[src/rtl/rx_ctrl_timer.sv]
// rx_ctrl_timer: UART receive control unit and bit timer.
// Sequences one packet from the start-bit detector pulse onward. It produces
// mid-bit shift strobes for the receive shift register and drives the
// clear/enable handshake of the downstream stop-bit checker. After the stop-bit
// check it issues load_buffer unless the checker flagged a framing error.
//
// Every output is a flop. Each flop's next value is decoded from the
// next-state/next-counter values, so an output in a given cycle is a pure
// function of that cycle's state, clk_cnt and bit_cnt. Inputs only steer the
// next state and never reach an output within the same cycle.

module rx_ctrl_timer #(
    parameter int CLKS_PER_BIT = 10,
    parameter int DATA_BITS    = 8
) (
    input  logic clk,
    input  logic rst,
    input  logic start_bit_detected,
    input  logic framing_error,
    output logic shift_strobe,
    output logic sbc_clear,
    output logic sbc_enable,
    output logic load_buffer,
    output logic busy
);

    // Counter widths. bit_cnt must be able to hold DATA_BITS+1, the count
    // reached after the stop-bit strobe.
    localparam int CW = $clog2(CLKS_PER_BIT);
    localparam int BW = $clog2(DATA_BITS + 2);

    // clk_cnt value on which a strobe fires (the middle of the bit period,
    // measured from the detector's start-bit midpoint).
    localparam logic [CW-1:0] CLK_LAST = CW'(CLKS_PER_BIT - 1);

    // bit_cnt value on the stop-bit strobe: DATA_BITS data strobes precede it.
    localparam logic [BW-1:0] BIT_LAST = BW'(DATA_BITS);

    typedef enum logic [2:0] {
        IDLE    = 3'd0,
        CLEAR   = 3'd1,
        RECEIVE = 3'd2,
        SBC_EN  = 3'd3,
        CHECK   = 3'd4,
        LOAD    = 3'd5
    } state_t;

    state_t        state;
    state_t        state_nxt;
    logic [CW-1:0] clk_cnt;
    logic [CW-1:0] clk_cnt_nxt;
    logic [BW-1:0] bit_cnt;
    logic [BW-1:0] bit_cnt_nxt;

    // Next-state and next-counter logic for the packet sequencer.
    always_comb begin
        state_nxt   = state;
        clk_cnt_nxt = clk_cnt;
        bit_cnt_nxt = bit_cnt;
        case (state)
            IDLE: begin
                if (start_bit_detected) begin
                    state_nxt = CLEAR;
                end
            end
            CLEAR: begin
                clk_cnt_nxt = '0;
                bit_cnt_nxt = '0;
                state_nxt   = RECEIVE;
            end
            RECEIVE: begin
                if (clk_cnt == CLK_LAST) begin
                    clk_cnt_nxt = '0;
                    bit_cnt_nxt = bit_cnt + BW'(1);
                    if (bit_cnt == BIT_LAST) begin
                        state_nxt = SBC_EN;
                    end
                end else begin
                    clk_cnt_nxt = clk_cnt + CW'(1);
                end
            end
            SBC_EN: begin
                state_nxt = CHECK;
            end
            CHECK: begin
                if (framing_error) begin
                    state_nxt = IDLE;
                end else begin
                    state_nxt = LOAD;
                end
            end
            LOAD: begin
                state_nxt = IDLE;
            end
            default: begin
                state_nxt = IDLE;
            end
        endcase
    end

    // State, counters and registered output pulses. A reset aborts any packet
    // in flight and silences every output at once.
    always_ff @(posedge clk or posedge rst) begin
        if (rst) begin
            state        <= IDLE;
            clk_cnt      <= '0;
            bit_cnt      <= '0;
            shift_strobe <= 1'b0;
            sbc_clear    <= 1'b0;
            sbc_enable   <= 1'b0;
            load_buffer  <= 1'b0;
            busy         <= 1'b0;
        end else begin
            state        <= state_nxt;
            clk_cnt      <= clk_cnt_nxt;
            bit_cnt      <= bit_cnt_nxt;
            shift_strobe <= (state_nxt == RECEIVE) && (clk_cnt_nxt == CLK_LAST);
            sbc_clear    <= (state_nxt == CLEAR);
            sbc_enable   <= (state_nxt == SBC_EN);
            load_buffer  <= (state_nxt == LOAD);
            busy         <= (state_nxt != IDLE);
        end
    end

endmodule

[config.mk]
export PLATFORM = sky130hd
export DESIGN_NAME = rx_ctrl_timer
export DESIGN_NICKNAME = d
export VERILOG_FILES = /design/src/rtl/rx_ctrl_timer.sv
export SDC_FILE = /design/constraint.sdc
export NUM_CORES = 1
export LEC_CHECK = 0
export BUFFER_PORTS_ARGS = -buffer_cell sky130_fd_sc_hd__buf_2
export CAP_MARGIN = 20
export CORE_MARGIN = 5
export CORE_UTILIZATION = 52
export CTS_CLUSTER_SIZE = 20
export DETAILED_ROUTE_END_ITERATION = 8
export PLACE_DENSITY_LB_ADDON = 0.12
export REMOVE_ABC_BUFFERS = 1
export SYNTH_ARGS = -nofsm -noshare
export SYNTH_HDL_FRONTEND = slang
export SYNTH_SLANG_ARGS = --single-unit
[constraint.sdc]
create_clock -name clk -period 2 [get_ports clk]
set_input_delay 0.3 -clock clk [delete_from_list [all_inputs] [get_ports clk]]
set_output_delay 0.3 -clock clk [all_outputs]
set_load 0.05 [all_outputs]
==> results of run 1 <==
## cells in the final DEF (no fill, tap or decap), drive strengths merged, types with 2 or more instances in the layout
cell,n
a21oi,4
buf,11
clkbuf,4
dfrtp,16
ha,4
inv,5
nand2,6
nand2b,3
nand3,3
nand3b,2
nor2,2
nor3,3
nor4,2
nor4b,3
o211ai,3
o21ai,5
o22ai,2
o2bb2ai,2
or3,3
or4,2
## cells by family (layout without fill, tap and decap cells)
group,count (synthesis),count (layout),synth area share (%)
simple gates,34,34,27.36
buf+inv,9,20,4.512
fa+ha+maj,4,4,5.823
compound gates,20,20,15.72
flops,16,16,46.58
## worst reg2reg max path, cell delays in order (launching register included)
cell and delay [ns]:
dfrtp_1 0.47, ha_1 0.25, nand3b_1 0.23, nor4_4 0.09
or3_4 0.34, or3_1 0.34
## power breakdown
group	internal, mW	total (mW)	switching [mW]
Sequential	0.405	0.524	0.119
Clock	0.111	0.215	0.104
Combinational	0.217	0.537	0.320
Total	0.733	1.28	0.543
## area by class of cell
type / instances / area (um^2)
tap: 16 / 20.02
inverter: 5 / 18.77
multi-input combinational: 58 / 420.4
clock buffer: 4 / 36.28
timing repair buffer: 11 / 62.56
fill: 142 / 583.1
sequential: 16 / 400.4
## flip-flops by register name, summed over array words and instances, names as in the netlist
| signal | flops |
|---|---|
| bit_cnt | 4 |
| busy | 1 |
| clk_cnt | 4 |
| load_buffer | 1 |
| sbc_clear | 1 |
| sbc_enable | 1 |
| shift_strobe | 1 |
| state | 3 |
## metal layers
layer  track usage, %  vias to the layer above
met3            2.959                        6
met5                0                        -
met2            24.17                       22
li1                 -                      333
met1            19.27                      329
met4            9.362                        0
## worst paths after layout
| kind | startpoint | to | cells past startpoint |
|---|---|---|---|
| worst max-delay path | clk_cnt[0] | busy | 5 |
| worst min-delay path | rst | bit_cnt[3] | 2 |
| worst max register to register | clk_cnt[0] | busy | 5 |
| worst min register to register | bit_cnt[3] | bit_cnt[3] | 2 |
| max in group asynchronous | rst | load_buffer | 2 |
| min in group clk | framing_error | load_buffer | 2 |
## through the flow
stage                     hold slack, ns  instance area (um^2)  worst slack (ns)
after global placement            0.3836                 922.1            0.2536
after floorplan                   0.2137                 839.6            0.3080
after detailed placement          0.3974                 922.1            0.2067
after CTS                        0.07316                 958.4            0.1821
final                            0.05987                 958.4            0.1705
after global routing              0.1116                 958.4           0.07982
==> impl_metrics.tcl, run 1 <==
set metrics [dict create \
    synth_top_cell_by_area "dfrtp_1" \
    synthMostInstantiatedCell "dfrtp_1" \
    post-route-drc-count 0 \
    hpwl_um 1323 \
    pin_count_of_the_biggest_net_entering_global_routing 17 \
    vdd.ir_drop.worst_uv 713.1 \
    cts.clk_slew.worst_paths_ns 0.10 \
    dr_total_vias 690 \
    first_iter_violations 6 \
    criticalPathCategory "register to register" \
    htree_levels 1 \
    grtUsageTotal_pct 15.39 \
    synthesis.instances 83 \
    netlist_area_um2 859.6 \
    power-per-cell-area_nw_per_um2 1331 \
    slowest_delay_ns 0.47 \
    startpoint_type "register" \
    dieArea_um2 2566 \
    yosysUniqueCellTypes 36 \
    clk_path_buf_depth 2 \
    report.final.setup_viol 0 \
    clk_sink_count 16 \
    data_required_time_of_the_critical_path_ns 2.17 \
    root_cell_of_the_clock_tree "clkbuf_4" \
    post_layout_nonfiller_instances 110 \
    clock.fmax_mhz 546.6 \
    p_leak_nw 0.4390 \
    finish.net_count 103 \
    wl_per_cell_um 16.24 \
    ys.flop_type "dfrtp_1" \
    worst_pin_slew_ns 0.6042 \
    wl_met2_um 827 \
    io_pins 9 \
    post_cts_hold_buffer_count 0 \
    rows 14 \
    postCtsSetupRepairBufs 0 \
    yosys-top-cells-area "dfrtp_1, ha_1, nand2_1, nor4_4, a21oi_1" \
    antenna_found_initial 0 \
    total_inserted_antenna_cells 0 \
    hold_viol_final 0 \
    worstSkewPairLatency_ns 0.29 \
    synth_common_cells "dfrtp_1, nand2_1" \
    max_cap_viol_count 0 \
    maxSlewHeadroom_pct 59.67 \
    final_period_util_pct 91.47 \
    wire_length_on_met3_um 69 \
    average_cell_area_after_synthesis_um2 10.36 \
    synth_async_sr_flop_share_pct 100.0 \
    gp_congestion 0.8525 \
    first_global_vias 643 \
    die-height_um 50.66 \
    route.antenna.remaining_nets 0 \
    placeableCoreArea_um2 1541 \
    drv_slew 0 \
    io_buffer_count 8 \
    final.setup_skew_ns 0.003934 \
    met1_length_um 833 \
    crit_path_cell_trace "ha_1, nand3b_1, nor4_4, or3_4, or3_1" \
    cts_tree "yes" \
    critical_path_buf_inv_count 0 \
    outcome "completed" \
    endpoint_kind "register" \
    post_route_cells_drive_above_1_share_pct 24.47 \
    hold_class "primary input to async pin" \
    cts_resized 0 \
    post-place-cells 106 \
    post-layout-total-power_mw 1.276 \
    layout-area-overhead-vs-synth_pct 11.50 \
    worst-endpoint-arrival_ns 2.00 \
    synth-seq-area-share_pct 46.58 \
    critical-path-top-delay-family "simple AND/OR/NAND/NOR gates" \
    uppermost_routed_layer "met4" \
    slowest_stage "dfrtp_1" \
    die_width_um 50.66 \
    first_pass_iters 4 \
    rsz_0062_raised_after_global_routing "no" \
    grt_first_pass_wirelength_um 3029 \
    yosys.area.top_type_share_pct 46.58 \
    detail_route.vias_per_cell 6.273 \
    routed_wirelength_um 1786 \
    setup_total_neg_slack_ns 0 \
    finalWorstPathRequiredPeriod_ns 1.829 \
    cts-buffers-inserted 3 \
    synth.yosys.warnings 0 \
    critPathMaxFanout 7 \
    timing.reg2reg.setup_slack_ns 0.17 \
    grt_remaining_overflow 0 \
    finish.utilization_pct 62.18 \
    initial_utilization_pct 55.76 \
    synth_seq_cells 16 \
    synth-edff-count 0 \
]
(Power assumes the default switching activity.)
==> inputs of run 2 (changes only) <==
Settings changed: MAX_ROUTING_LAYER set to met4.
==> impl_metrics.tcl, run 2 (same netlist as run 1, synthesis figures left out) <==
set metrics [dict create \
    hpwl_um 1323 \
    r2r_start "clk_cnt[0]" \
    crit_path_cell_trace "ha_1, nand3b_1, nor4_4, or3_4, or3_1" \
    critical_path_buf_inv_count 0 \
    biggestRegsByFlops "bit_cnt x4, clk_cnt x4, state x3" \
    clk_path_buf_depth 2 \
    p_leak_nw 0.4390 \
    report.final.setup_viol 0 \
    timing.reg2reg.setup_slack_ns 0.18 \
    placeableCoreArea_um2 1541 \
    layout.cells.most_common_list "dfrtp_1, buf_2, nand2_1" \
    post-route-drc-count 0 \
    dr_total_vias 690 \
    max_cap_viol_count 0 \
    layout.cell_area.non_filler_um2 958.4 \
    grt_remaining_overflow 0 \
    critPathLaunch "clk_cnt[0]" \
    critPathMaxFanout 7 \
    total_inserted_antenna_cells 0 \
    initial_utilization_pct 55.76 \
    first_pass_iters 4 \
    mostFrequentLayoutCell "dfrtp_1" \
    rows 14 \
    grt_first_pass_wirelength_um 3036 \
    criticalPathCategory "register to register" \
    r2r_end "busy" \
    cell_count_of_the_worst_reg_to_reg_path 5 \
    cell_area_placed_um2 922.1 \
    worst-path-stages 5 \
    final.setup_skew_ns 0.004102 \
    die-height_um 50.66 \
    io_pins 9 \
    detail_route.vias_per_cell 6.273 \
    dieArea_um2 2566 \
    preCtsSetupSlack_ns 0.2067 \
    post_layout_nonfiller_instances 110 \
    cts-buffers-inserted 3 \
    final_period_util_pct 91.07 \
    clk_sink_count 16 \
    cts_tree "yes" \
    cts_resized 0 \
    final.setup.worst_slack_ns 0.1787 \
    outcome "completed" \
    grtUsageTotal_pct 15.86 \
    die_width_um 50.66 \
    power-per-cell-area_nw_per_um2 1331 \
    hold_viol_final 0 \
    slowest_delay_ns 0.47 \
    root_cell_of_the_clock_tree "clkbuf_4" \
    layout-area-overhead-vs-synth_pct 11.50 \
    htree_levels 1 \
    hold_class "primary input to async pin" \
    maxSlewHeadroom_pct 59.64 \
    final.hold.worst_slack_ns 0.05986 \
    first_global_vias 642 \
    startpoint_type "register" \
    clock.fmax_mhz 549.1 \
    postCtsSetupRepairBufs 0 \
    antenna_found_initial 0 \
    endpoint_kind "register" \
    worst-endpoint-arrival_ns 1.99 \
    post_route_cells_drive_above_1_share_pct 24.47 \
    worstSkewPairLatency_ns 0.29 \
    finalWorstPathRequiredPeriod_ns 1.821 \
    post-place-cells 106 \
    worst_pin_slew_ns 0.6048 \
    io_buffer_count 8 \
    setup_total_neg_slack_ns 0 \
    vdd.ir_drop.worst_uv 713.1 \
    rsz_0062_raised_after_global_routing "no" \
    pin_count_of_the_biggest_net_entering_global_routing 17 \
    slowest_stage "dfrtp_1" \
    routed_wirelength_um 1791 \
    post_cts_hold_buffer_count 0 \
    first_iter_violations 6 \
    critical-path-top-delay-family "simple AND/OR/NAND/NOR gates" \
    cts.clk_slew.worst_paths_ns 0.10 \
    wl_per_cell_um 16.28 \
    route.antenna.remaining_nets 0 \
    data_required_time_of_the_critical_path_ns 2.17 \
    drv_slew 0 \
    critical_path_endpoint "busy" \
    finish.net_count 103 \
    gp_congestion 0.8661 \
]
-- run 2: cell counts in the layout (fill, tap and decap cells not counted) --
Identical to the previous run, type by type.
-- run 2: through the flow --
step	power, mW	util (%)
6_report	1.276	62.18
5_1_grt	1.371	62.18
3_3_place_gp	1.047	59.82
3_5_place_dp	1.064	59.82
4_1_cts	1.283	62.18
2_1_floorplan	0.8894	-
-- run 2: worst min path at each step --
stage / from / to / cells after the start
6_report: rst / bit_cnt[3] / 2
5_1_grt: rst / sbc_clear / 2
4_1_cts: rst / shift_strobe / 2
3_5_place_dp: rst / shift_strobe / 2
3_3_place_gp: rst / state[1] / 2
2_1_floorplan: rst / bit_cnt[0] / 1
-- run 2: power breakdown --
group          internal [mW]  total, mW  leakage (nW)  switching [mW]
Clock                  0.111      0.215        0.0210           0.104
Sequential             0.405      0.524         0.214           0.119
Combinational          0.217      0.536         0.204           0.319
Total                  0.733       1.28         0.439           0.543
-- run 2: worst reg2reg max path, stage by stage, from the launching register on --
cell and delay, ns:
dfrtp_1 0.47, ha_1 0.25, nand3b_1 0.22, nor4_4 0.08
or3_4 0.34, or3_1 0.34
-- run 2: area by class of cell --
class | instances | area (um^2)
clock buffers | 4 | 36.28
fillers | 142 | 583.1
flip-flops and latches | 16 | 400.4
repair buffers | 11 | 62.56
inverters | 5 | 18.77
multi-input cells | 58 | 420.4
well taps | 16 | 20.02
-- run 2: per-layer routing --
metal,vias to the layer above,track usage [%],wire (um)
met4,0,9.362,55
met2,22,24.17,836
met3,6,2.959,89
li1,334,-,-
met5,-,-,0
met1,328,19.27,809
